File: config.mk
export PLATFORM = sky130hd
export DESIGN_NAME = crop_job_controller
export DESIGN_NICKNAME = d
export VERILOG_FILES = /design/src/rtl/crop_job_controller.sv
export SDC_FILE = /design/constraint.sdc
export NUM_CORES = 1
export LEC_CHECK = 0
export ABC_AREA = 1
export BUFFER_PORTS_ARGS = -buffer_cell sky130_fd_sc_hd__buf_2
export CAP_MARGIN = 15
export CORE_AREA = 4 4 148 150
export DETAILED_ROUTE_END_ITERATION = 7
export DIE_AREA = 0 0 152 154
export GPL_ROUTABILITY_DRIVEN = 0
export PLACE_DENSITY = 0.69
export SLEW_MARGIN = 15
export SYNTH_ARGS = -nofsm -noshare
export SYNTH_HDL_FRONTEND = slang
export SYNTH_SLANG_ARGS = --single-unit
File: constraint.sdc
create_clock -name clk -period 5.59 [get_ports clk]
set_input_delay 1.118 -clock clk [delete_from_list [all_inputs] [get_ports clk]]
set_output_delay 1.118 -clock clk [all_outputs]
set_load 0.02 [all_outputs]
File: src/rtl/crop_job_controller.sv
// crop_job_controller: queues crop jobs, validates and clamps their windows, runs them on the crop engine and reports status
module crop_job_controller #(
  parameter int WIDTH       = 100,
  parameter int HEIGHT      = 100,
  parameter int QDEPTH      = 2,
  parameter int TIMEOUT     = 2000000,
  parameter int RECOVER_CYC = 2
) (
  input  logic        clk,
  input  logic        rst,
  input  logic        job_valid,
  output logic        job_ready,
  input  logic [3:0]  job_id,
  input  logic [10:0] job_xmin,
  input  logic [10:0] job_xmax,
  input  logic [10:0] job_ymin,
  input  logic [10:0] job_ymax,
  output logic        eng_start,
  input  logic        eng_done,
  output logic        eng_rst_n,
  output logic [10:0] eng_xmin,
  output logic [10:0] eng_xmax,
  output logic [10:0] eng_ymin,
  output logic [10:0] eng_ymax,
  output logic        stat_valid,
  output logic [3:0]  stat_id,
  output logic [1:0]  stat_code,
  output logic        busy
);
  localparam int AW = $clog2(QDEPTH);
  localparam int RW = $clog2(RECOVER_CYC) + 1;
  localparam logic [10:0] XLIM = 11'(WIDTH - 1);
  localparam logic [10:0] YLIM = 11'(HEIGHT - 1);
  typedef struct packed {
    logic [10:0] xmin, xmax, ymin, ymax;
  } win_t;
  typedef struct packed {
    logic [3:0] id;
    win_t       w;
  } job_t;
  typedef enum logic [2:0] {IDLE, CHECK, LAUNCH, WAIT_LOW, RUN, REPORT, RECOVER} state_t;
  job_t          mem_q [QDEPTH];
  state_t        state_q, state_d;
  logic [AW-1:0] wptr_q, wptr_d, rptr_q, rptr_d;
  logic [AW:0]   fill_q, fill_d;
  logic          job_ready_q, job_ready_d;
  job_t          job_q, job_d;
  win_t          eng_q, eng_d;
  logic [1:0]    code_q, code_d;
  logic          eng_start_q, eng_start_d;
  logic          eng_rst_n_q, eng_rst_n_d;
  logic          stat_valid_q, stat_valid_d;
  logic [3:0]    stat_id_q, stat_id_d;
  logic [1:0]    stat_code_q, stat_code_d;
  logic [31:0]   tmo_q, tmo_d;
  logic [RW-1:0] rc_q, rc_d;
  logic          push, pop, rej, cx, cy, tmo_hit;
  assign push    = job_valid && job_ready_q;
  assign pop     = state_q == IDLE && fill_q != '0;
  assign rej     = job_q.w.xmin > job_q.w.xmax || job_q.w.ymin > job_q.w.ymax ||
                   job_q.w.xmin > XLIM || job_q.w.ymin > YLIM;
  assign cx      = job_q.w.xmax > XLIM;
  assign cy      = job_q.w.ymax > YLIM;
  assign tmo_hit = tmo_q + 32'd1 >= 32'(TIMEOUT);
  // Next-state: FIFO bookkeeping, job sequencing, and outputs derived from the state being entered
  always_comb begin
    wptr_d      = wptr_q + AW'(push);
    rptr_d      = rptr_q + AW'(pop);
    fill_d      = fill_q + (AW + 1)'(push) - (AW + 1)'(pop);
    job_ready_d = fill_d != (AW + 1)'(QDEPTH);
    state_d     = state_q;
    job_d       = job_q;
    eng_d       = eng_q;
    code_d      = code_q;
    tmo_d       = tmo_q;
    rc_d        = rc_q;
    case (state_q)
      IDLE: if (pop) begin
        job_d   = mem_q[rptr_q];
        state_d = CHECK;
      end
      CHECK: if (rej) begin
        code_d  = 2'd2;
        state_d = REPORT;
      end else begin
        eng_d.xmin = job_q.w.xmin;
        eng_d.xmax = cx ? XLIM : job_q.w.xmax;
        eng_d.ymin = job_q.w.ymin;
        eng_d.ymax = cy ? YLIM : job_q.w.ymax;
        code_d     = {1'b0, cx || cy};
        state_d    = LAUNCH;
      end
      LAUNCH: begin
        tmo_d   = 32'd1;
        state_d = WAIT_LOW;
      end
      WAIT_LOW, RUN: begin
        tmo_d = tmo_q + 32'd1;
        if (state_q == RUN && eng_done) state_d = REPORT;
        else if (tmo_hit) begin
          code_d  = 2'd3;
          rc_d    = '0;
          state_d = RECOVER;
        end else if (state_q == WAIT_LOW && !eng_done) state_d = RUN;
      end
      RECOVER: if (rc_q == RW'(RECOVER_CYC - 1)) state_d = REPORT;
               else rc_d = rc_q + RW'(1);
      REPORT: state_d = IDLE;
      default: state_d = IDLE;
    endcase
    eng_start_d  = state_d == LAUNCH;
    eng_rst_n_d  = state_d != RECOVER;
    stat_valid_d = state_d == REPORT;
    stat_id_d    = stat_valid_d ? job_q.id : stat_id_q;
    stat_code_d  = stat_valid_d ? code_d : stat_code_q;
  end
  // State and registered outputs; reset flushes the FIFO and holds the engine in reset
  always_ff @(posedge clk) begin
    if (rst) begin
      state_q      <= IDLE;
      wptr_q       <= '0;
      rptr_q       <= '0;
      fill_q       <= '0;
      job_ready_q  <= 1'b0;
      job_q        <= '0;
      eng_q        <= '0;
      code_q       <= '0;
      eng_start_q  <= 1'b0;
      eng_rst_n_q  <= 1'b0;
      stat_valid_q <= 1'b0;
      stat_id_q    <= '0;
      stat_code_q  <= '0;
      tmo_q        <= '0;
      rc_q         <= '0;
    end else begin
      state_q      <= state_d;
      wptr_q       <= wptr_d;
      rptr_q       <= rptr_d;
      fill_q       <= fill_d;
      job_ready_q  <= job_ready_d;
      job_q        <= job_d;
      eng_q        <= eng_d;
      code_q       <= code_d;
      eng_start_q  <= eng_start_d;
      eng_rst_n_q  <= eng_rst_n_d;
      stat_valid_q <= stat_valid_d;
      stat_id_q    <= stat_id_d;
      stat_code_q  <= stat_code_d;
      tmo_q        <= tmo_d;
      rc_q         <= rc_d;
    end
  end
  // FIFO storage; stale entries are harmless since the pointers define contents
  always_ff @(posedge clk) begin
    if (!rst && push) mem_q[wptr_q] <= {job_id, job_xmin, job_xmax, job_ymin, job_ymax};
  end
  assign job_ready  = job_ready_q;
  assign eng_start  = eng_start_q;
  assign eng_rst_n  = eng_rst_n_q;
  assign eng_xmin   = eng_q.xmin;
  assign eng_xmax   = eng_q.xmax;
  assign eng_ymin   = eng_q.ymin;
  assign eng_ymax   = eng_q.ymax;
  assign stat_valid = stat_valid_q;
  assign stat_id    = stat_id_q;
  assign stat_code  = stat_code_q;
  assign busy       = fill_q != '0 || state_q != IDLE;
endmodule

==> flow_summary.ini <==
[floorplan]
core_area_um2 = 20690
ioPinCount = 107
rows = 53
die_x_um = 152
die-area_um2 = 23410
die_y_um = 154
start_util_pct = 49.20

[clock_network]
numCtsBuffers = 25
postCtsSetupBuffers = 0
cts_sinks = 241
clk_path_buf_depth = 3
cts_max_level = 1
cts_hold_buf = 0
worstSkewPairLatency_ns = 0.54
cts_resized = 0
path_clk_slew_ns = 0.06
cts_tree = done
cts_root_buffer = clkbuf_16

[worst_setup_path]
cp-start-kind = flip-flop
endpoint_kind = flip-flop
path_class = flip-flop to flip-flop
required_ns = 6.00
cp-startpoint = job_q[28]
reg2reg_from = job_q[28]
timing.critical_path.fanout_max = 19
cp.arrival_ns = 3.14

[logic_synthesis]
ys.flop_type = dfxtp_1
syn_area_um2 = 10180
ys_warn_count = 0
synth_fp_nets = 1237
yosys.area.top_type = dfxtp_1
syn_avg_cell_area_um2 = 8.782
synth.distinct_cells = 39
ys_ff_latch = 241
async_flop_share_pct = 0
synth_edf_count = 96
synth_seq_area_share_pct = 56.84
synth_top_area_share_pct = 28.52
synthCells = 1159
synthTopCellsByArea = dfxtp_1 (29%), edfxtp_1 (28%), nand2_1 (11%)

[sta]
post-route-period-util_pct = 48.95
finalSetupViolations = 0
rsz0062_at_grt = false
worstMarginPinSlew_ns = 0.9170
hold_violations = 0
fin_hold_ws_ns = 0.4356
tns_ns = 0
maxSlewHeadroom_pct = 38.78
min_period_ns = 2.736
max_freq_mhz = 365.5
skew_ns = 0.02083
slew_violations = 0

[global_route]
grt_pass1_vias = 7456
overflow = 0
antenna_found_initial = 0
grt_start_max_net_pins = 97
grt_pass1_wl_mm = 37.61
grt.total_usage_pct = 19.18

[detailed_routing]
drt_iter0_markers = 574
routed_via_density = 5.118
firstDrtPassIters = 5
drc_errors = 0
wirelength_mm = 22.62
detail-route-antenna-nets = 0
avgRoutedWirePerCell_um = 14.62
via_count = 7918

[power]
comb_power_share_pct = 28.8
p_switching_mw = 1.989
ir_drop_uv = 322.7
p_leak_nw = 4.727
seqPwrFrac_pct = 41.4
switching_share_pct = 35.12
clock_power_share_pct = 29.8
p_per_area_nw_per_um2 = 480.0
p_int_mw = 3.674

[placed_design]
hpwl_mm = 14.98
port_buffers = 106

[cells_and_area]
layout_commonest_cell = nand2_1
n_antenna_cell = 0
drive_above_1_share_pct = 15.33
layout_common_cells = nand2_1 (308), dfxtp_1 (145), buf_2 (106), nor2_1 (99), edfxtp_1 (96)
nets = 1331
fillers = 1897
area_growth_pct = 15.89

[hold_path]
worstHoldStart = eng_ymin[9]
min_path_type = flip-flop to flip-flop

[run]
max_cap_viol_count = 0

[run_status]
status = finished clean
[Yosys cell counts (2+ instances only)]
cell type,number
nand2_1,308
nand3_1,51
a31oi_1,61
nor2_1,101
ha_1,26
nor3_1,3
dfxtp_1,145
o21bai_1,3
nand2_4,4
inv_1,94
o21ai_0,80
nor2_4,8
edfxtp_1,96
nand3b_1,9
clkinv_1,3
clkbuf_1,38
a21oi_1,62
o211ai_1,2
buf_1,7
xor2_1,4
inv_2,3
nand4_2,2
buf_2,2
nor2_2,12
nand4_1,9
nand2_2,9
nor4_1,3
o21ai_1,2
xnor2_1,2
[cell type report]
| cell class | count | area, um^2 | share of cell area [%] |
|---|---|---|---|
| Timing Repair Buffer | 114 | 590.6 | 5.006 |
| Tap cell | 275 | 344.1 | 2.917 |
| Inverter | 101 | 381.6 | 3.235 |
| Clock buffer | 39 | 718.2 | 6.088 |
| Clock inverter | 7 | 123.9 | 1.050 |
| Sequential cell | 241 | 5786 | 49.05 |
| Multi-Input combinational cell | 770 | 3852 | 32.66 |
[worst max-delay path, cell delays in order, from the launching register on]
cell and delay [ns]:
dfxtp_1 0.35, inv_1 0.07, ha_1 0.31, a21oi_1 0.15, nor2_1 0.06, nor3b_1 0.19
o21ai_0 0.12, o21ai_1 0.12, nand3_1 0.24, nor2_4 0.16, clkinv_1 0.51, nor2_1 0.26
nor2_1 0.07
[logic make-up (layout without fill, tap and decap cells)]
kind of cell | Yosys count | count (layout) | share of synthesized area [%]
compound gates | 215 | 215 | 11.60
xor+xnor | 6 | 6 | 0.5163
mux | 1 | 1 | 0.09834
simple gates | 522 | 522 | 22.24
buf+inv | 148 | 261 | 5.507
fa+ha+maj | 26 | 26 | 3.196
flops | 241 | 241 | 56.84
[registers in the layout, indices dropped and copies added (netlist names), 3 cells and up]
name,cells
mem_q,96
job_q,48
tmo_q,32
eng_xmax,11
eng_xmin,11
eng_ymax,11
eng_ymin,11
stat_id,4
state_q,3
[power groups by stage]
stage	Combinational (mW)	Clock (mW)	Sequential (mW)
2_1_floorplan	1.14	0	2.38
3_5_place_dp	1.64	0	2.38
6_report	1.63	1.69	2.34
4_1_cts	1.65	1.72	2.34
5_1_grt	1.88	1.81	2.38
3_3_place_gp	1.61	0	2.37
[routing by layer]
layer	share of wire (%)	vias up	track usage (%)
li1	-	4083	-
met1	46	3635	26.27
met2	47	173	32.30
met3	5.0	27	2.955
met4	1.8	0	4.580
met5	0	-	0
[final timing paths]
kind	end	slack, ns	cells past startpoint
setup / recovery	eng_ymin[1]	2.85	12
hold / removal	eng_ymin[9]	0.44	2
setup reg to reg	eng_ymin[1]	2.85	12
hold reg to reg	eng_ymin[9]	0.44	2
[through the flow]
| step | setup slack [ns] | cells | instance area, um^2 | util, % | total power, mW |
|---|---|---|---|---|---|
| 6_report | 2.854 | 1547 | 11800 | 57.02 | 5.662 |
| 2_1_floorplan | 0.4435 | 1159 | 10180 | - | 3.517 |
| 3_5_place_dp | 2.751 | 1501 | 10950 | 52.95 | 4.013 |
| 5_1_grt | 2.629 | 1547 | 11800 | 57.02 | 6.064 |
| 4_1_cts | 2.894 | 1547 | 11800 | 57.02 | 5.716 |
| 3_3_place_gp | 2.817 | 1501 | 10950 | 52.95 | 3.982 |
Note: power is estimated with default switching activity, not from simulation.
